$ cat config.mk
export PLATFORM = sky130hd
export DESIGN_NAME = sample_rate_ctrl
export DESIGN_NICKNAME = d
export VERILOG_FILES = /design/src/rtl/sample_rate_ctrl.sv
export SDC_FILE = /design/constraint.sdc
export NUM_CORES = 1
export LEC_CHECK = 0
export ABC_CLOCK_PERIOD_IN_PS = 3150
export CAP_MARGIN = 0
export CELL_PAD_IN_SITES_DETAIL_PLACEMENT = 2
export CELL_PAD_IN_SITES_GLOBAL_PLACEMENT = 2
export CORE_AREA = 4 4 85 166
export DETAILED_ROUTE_END_ITERATION = 10
export DIE_AREA = 0 0 89 170
export GPL_ROUTABILITY_DRIVEN = 0
export PLACE_DENSITY_LB_ADDON = 0.1
export SLEW_MARGIN = 15
export SYNTH_ARGS = -nofsm -noshare
export SYNTH_HDL_FRONTEND = slang
export SYNTH_SLANG_ARGS = --single-unit
$ cat constraint.sdc
create_clock -name clk_i -period 3.15 [get_ports clk_i]
set_input_delay 0.315 -clock clk_i [delete_from_list [all_inputs] [get_ports clk_i]]
set_output_delay 0.315 -clock clk_i [all_outputs]
set_load 0.1 [all_outputs]
$ cat src/rtl/sample_rate_ctrl.sv
// sample_rate_ctrl: sequences sampling for the logic sniffer capture path.
// Holds the host-programmed rate divider and sample-count limit, arms on
// start, waits for a trigger and then issues one-cycle sample_en strobes at
// the programmed rate until the limit is reached or the host stops the run.
// Optional feature macro: SAMPLE_RATE_CTRL_TRIG_EN. When it is defined, an
// ARMED state waits for trigger before running. When it is undefined,
// trigger is ignored and start enters RUN directly.
module sample_rate_ctrl #(
    parameter int DIV_W = 16,
    parameter int CNT_W = 16
) (
    input  logic             clk_i,
    input  logic             rst_n,
    input  logic [DIV_W-1:0] cfg_div,
    input  logic [CNT_W-1:0] cfg_nsamples,
    input  logic             cfg_valid,
    output logic             cfg_ready,
    input  logic             start,
    input  logic             stop,
    input  logic             trigger,
    output logic             sample_en,
    output logic [CNT_W-1:0] sample_cnt,
    output logic             busy,
    output logic             done
);

    typedef enum logic [1:0] {
        IDLE  = 2'd0,
        ARMED = 2'd1,
        RUN   = 2'd2,
        DONE  = 2'd3
    } state_t;

    state_t           state;
    logic [DIV_W-1:0] div_r;
    logic [CNT_W-1:0] nsamp_r;
    logic [DIV_W-1:0] presc;

    logic             cfg_accept;
    logic             strobe_due;
    logic [CNT_W-1:0] cnt_next;
    logic             limit_hit;

    // Config is only taken while no run is in flight, so shadows stay stable mid-run
    assign cfg_ready  = (state == IDLE) || (state == DONE);
    assign cfg_accept = cfg_valid && cfg_ready;

    assign busy = (state == ARMED) || (state == RUN);
    assign done = (state == DONE);

    // The prescaler has counted a full period when it matches the divider
    assign strobe_due = (presc == div_r);
    assign cnt_next   = sample_cnt + 1'b1;
    assign limit_hit  = (nsamp_r != '0) && (cnt_next == nsamp_r);

`ifndef SAMPLE_RATE_CTRL_TRIG_EN
    logic unused_trigger;
    assign unused_trigger = trigger;
`endif

    // Shadow registers for divider and sample limit, loaded on an accepted config
    always_ff @(posedge clk_i or negedge rst_n) begin
        if (!rst_n) begin
            div_r   <= '0;
            nsamp_r <= '0;
        end else if (cfg_accept) begin
            div_r   <= cfg_div;
            nsamp_r <= cfg_nsamples;
        end
    end

    // Run sequencer: state, prescaler, strobe and sample counter (stop > start > trigger > limit)
    always_ff @(posedge clk_i or negedge rst_n) begin
        if (!rst_n) begin
            state      <= IDLE;
            presc      <= '0;
            sample_en  <= 1'b0;
            sample_cnt <= '0;
        end else begin
            sample_en <= 1'b0;
            if (stop) begin
                state <= IDLE;
            end else if (start && cfg_ready) begin
                sample_cnt <= '0;
`ifdef SAMPLE_RATE_CTRL_TRIG_EN
                state      <= ARMED;
`else
                state      <= RUN;
                presc      <= '0;
`endif
            end else if ((state == ARMED) && trigger) begin
`ifdef SAMPLE_RATE_CTRL_TRIG_EN
                state <= RUN;
                presc <= '0;
`endif
            end else if (state == RUN) begin
                if (strobe_due) begin
                    presc      <= '0;
                    sample_en  <= 1'b1;
                    sample_cnt <= cnt_next;
                    if (limit_hit) begin
                        state <= DONE;
                    end
                end else begin
                    presc <= presc + 1'b1;
                end
            end else if (cfg_accept && (state == DONE)) begin
                state <= IDLE;
            end
        end
    end

endmodule
==> impl_metrics.yaml <==
clock_tree:
  cts_resized: 0
  htreeDepth: 3
  cts_inserted_buffers: 9
  clk_pin_slew_ps: 60
  cts.root.buffer_cell: "clkbuf_16"
  cts.path.max_buffers: 2
  worstSkewPairLatency_ps: 330
  cts_tree: "yes"
  cts.sinks: 67
  cts_setup_buffers: 0
  cts_hold_buf: 0
logic_synthesis:
  netlist_area_sq_um: 3770
  synth-seq-cells: 67
  synth_ff_type: "dfrtp_1"
  netlist_instances: 381
  synth-seq-area-share_pct: 44.4
  synth_edf_count: 0
  ys_warn_count: 0
  async_flop_share_pct: 100
  ys_types: 49
  syn_nets: 425
  avgSynthCellArea_sq_um: 9.91
place:
  dp.cells: 582
  dpl.hpwl_mm: 10.1
  place_area_sq_um: 4500
  io_buffer_count: 57
routing:
  top_layer_used: "met4"
  via_per_inst: 5.47
  drt_iter0_markers: 62
  wl_met2_mm: 8.18
  vias: 3265
  route.detailed.drc: 0
  wl_mm: 13.3
  wl_met3_um: 293
  ant_nets: 0
  met1Wirelength_mm: 4.54
  drt-pass1-iter-count: 4
  post_drt_wl_per_cell_um: 22.2
critical_path:
  reg2reg_from: "sample_cnt[0]$_DFFE_PN0P_"
  start_kind: "register"
  cp_cell_sequence: "ha_1 > nand3_2 > or4_4 > or2_1 > or3_4 > a2111oi_4 > nand2_1 > a31o_1"
  r2r_cells: 8
  path_max_fanout: 10
  r2r_slack_ps: 250
  path_class: "reg2reg"
  end_kind: "register"
  required_ps: 3370
  regToRegEndpoint: "state[1]$_DFFE_PN0P_"
  cpPeakStageDelay_ps: 540
  crit_slowest_cell: "or4_4"
  critPathArrivalTime_ps: 3120
sta:
  hold_ws_ps: -9.44
  setup_viol: 0
  setup_tns_ps: 0
  fmax_mhz: 345
  rsz0062_at_grt: "no"
  hold_violations: 7
  slew_headroom_pct: 35.4
  layout_min_cycle_time_ps: 2900
  drv_slew: 0
  fin_skew_ps: 7.51
  min_period_over_period_pct: 92.1
  worstMarginPinSlew_ps: 966
die:
  coreArea_sq_um: 12900
  pin_count: 58
  initial_core_util_pct: 29.2
  die_x_um: 89
  die-area_sq_um: 15100
  die_h_um: 170
  rows: 59
cells_and_area:
  design_area_sq_um: 4800
  area_growth_pct: 27.2
  stdcell_count: 597
  final_cell_mix: "dfrtp_1 (58), clkdlybuf4s50_1 (38), nand2_1 (33), mux2_2 (33), buf_4 (32)"
  nets: 485
  final_common_cell: "dfrtp_1"
  n_antenna_cell: 0
  drive_above_1_share_pct: 21.1
job:
  drv_cap: 0
pwr:
  power_leakage_nw: 1.97
  cellPowerDensity_nw_per_um2: 736
  peakVddDrop_uv: 318
min_path:
  hold_path.class: "in2async"
global_routing:
  grt_use_total_pct: 18.7
  grt_pass1_vias: 3615
  grt_max_degree: 44
  grt_antenna_before_repair: 0
  grt_pass1_wl_mm: 20.9
  overflow: 0
run_status:
  status: "finished, violations left"
  violations: "hold timing"
==> where the power goes <==
group | switching, W | internal, W | total (W)
combinational | 0.000715 | 0.000483 | 0.00120
clock | 0.000387 | 0.000652 | 0.00104
sequential | 0.000241 | 0.00106 | 0.00130
total | 0.00134 | 0.00219 | 0.00353
==> stage by stage <==
step | setup slack (ps) | util (%) | hold slack [ps] | power (W)
floorplan | 0.523 | - | 19.4 | 0.00210
global placement | 306 | 34.9 | 512 | 0.00249
detailed placement | 228 | 34.9 | 515 | 0.00253
CTS | 223 | 37.2 | 223 | 0.00359
global route | 79.1 | 37.2 | 32.3 | 0.00374
finish | 249 | 37.2 | -9.44 | 0.00353
==> worst max-delay path by stage <==
stage                               from                    to  slack [ps]  cells past startpoint
2_1_floorplan  sample_cnt[6]$_DFFE_PN0P_  state[1]$_DFFE_PN0P_         0.5                      7
3_3_place_gp   sample_cnt[0]$_DFFE_PN0P_  state[1]$_DFFE_PN0P_         310                      8
3_5_place_dp   sample_cnt[0]$_DFFE_PN0P_  state[1]$_DFFE_PN0P_         230                      8
4_1_cts        sample_cnt[0]$_DFFE_PN0P_  state[1]$_DFFE_PN0P_         220                      8
5_1_grt        sample_cnt[0]$_DFFE_PN0P_  state[1]$_DFFE_PN0P_          80                      8
6_report       sample_cnt[0]$_DFFE_PN0P_  state[1]$_DFFE_PN0P_         250                      8
==> cell usage after synthesis, types with 2 or more instances <==
cell type	instances	area share (%)
buf_2	6	0.80
a21boi_0	2	0.40
o21ai_0	29	3.8
or3_1	4	0.66
xor2_1	30	7.0
dfrtp_1	67	44
a21oi_1	8	1.1
nand3_1	19	2.5
nor4_1	11	1.8
buf_1	4	0.40
and3_1	6	0.99
nand4_1	17	2.8
clkbuf_1	10	0.99
o31ai_1	11	2.2
nor2_1	25	2.5
inv_1	6	0.60
a31oi_1	4	0.66
a21o_1	2	0.40
xnor2_1	15	3.5
o41ai_1	2	0.46
a211o_1	2	0.46
nor3_1	5	0.66
mux2_2	33	9.8
ha_1	6	2.0
nand2_1	33	3.3
==> worst max-delay path, delay by kind of cell, from the launching register on <==
kind,cells,cell delay (ps)
fa+ha+maj,1,300
compound gates,2,610
simple gates,5,1430
flops,1,450
==> logic make-up after synthesis <==
family | synth area share (%)
AND/OR/NAND/NOR | 17.8
adder cells (fa/ha/maj) | 1.99
flip-flops | 44.4
buffers and inverters | 2.98
XOR/XNOR | 10.4
AO/OA/AOI/OAI | 12.6
multiplexers | 9.84
==> routing by layer <==
metal | track usage [%] | vias to the layer above
met4 | 6.29 | 0
li1 | - | 1494
met1 | 18.5 | 1706
met5 | 0 | -
met2 | 37.7 | 52
met3 | 2.37 | 13
==> cell type report <==
type | instances | area (sq um)
Inverter | 6 | 22.5
Fill cell | 1408 | 8120
Multi-Input combinational cell | 287 | 1990
Timing Repair Buffer | 70 | 621
Clock buffer | 13 | 260
Tap cell | 152 | 190
Sequential cell | 67 | 1690
Clock inverter | 2 | 35.0
==> state kept, by name, indices dropped and copies added (netlist names) <==
signal      count
sample_en       1
div_r          16
sample_cnt     16
nsamp_r        16
presc          16
state           2
Power figures use the tool's default switching activity.
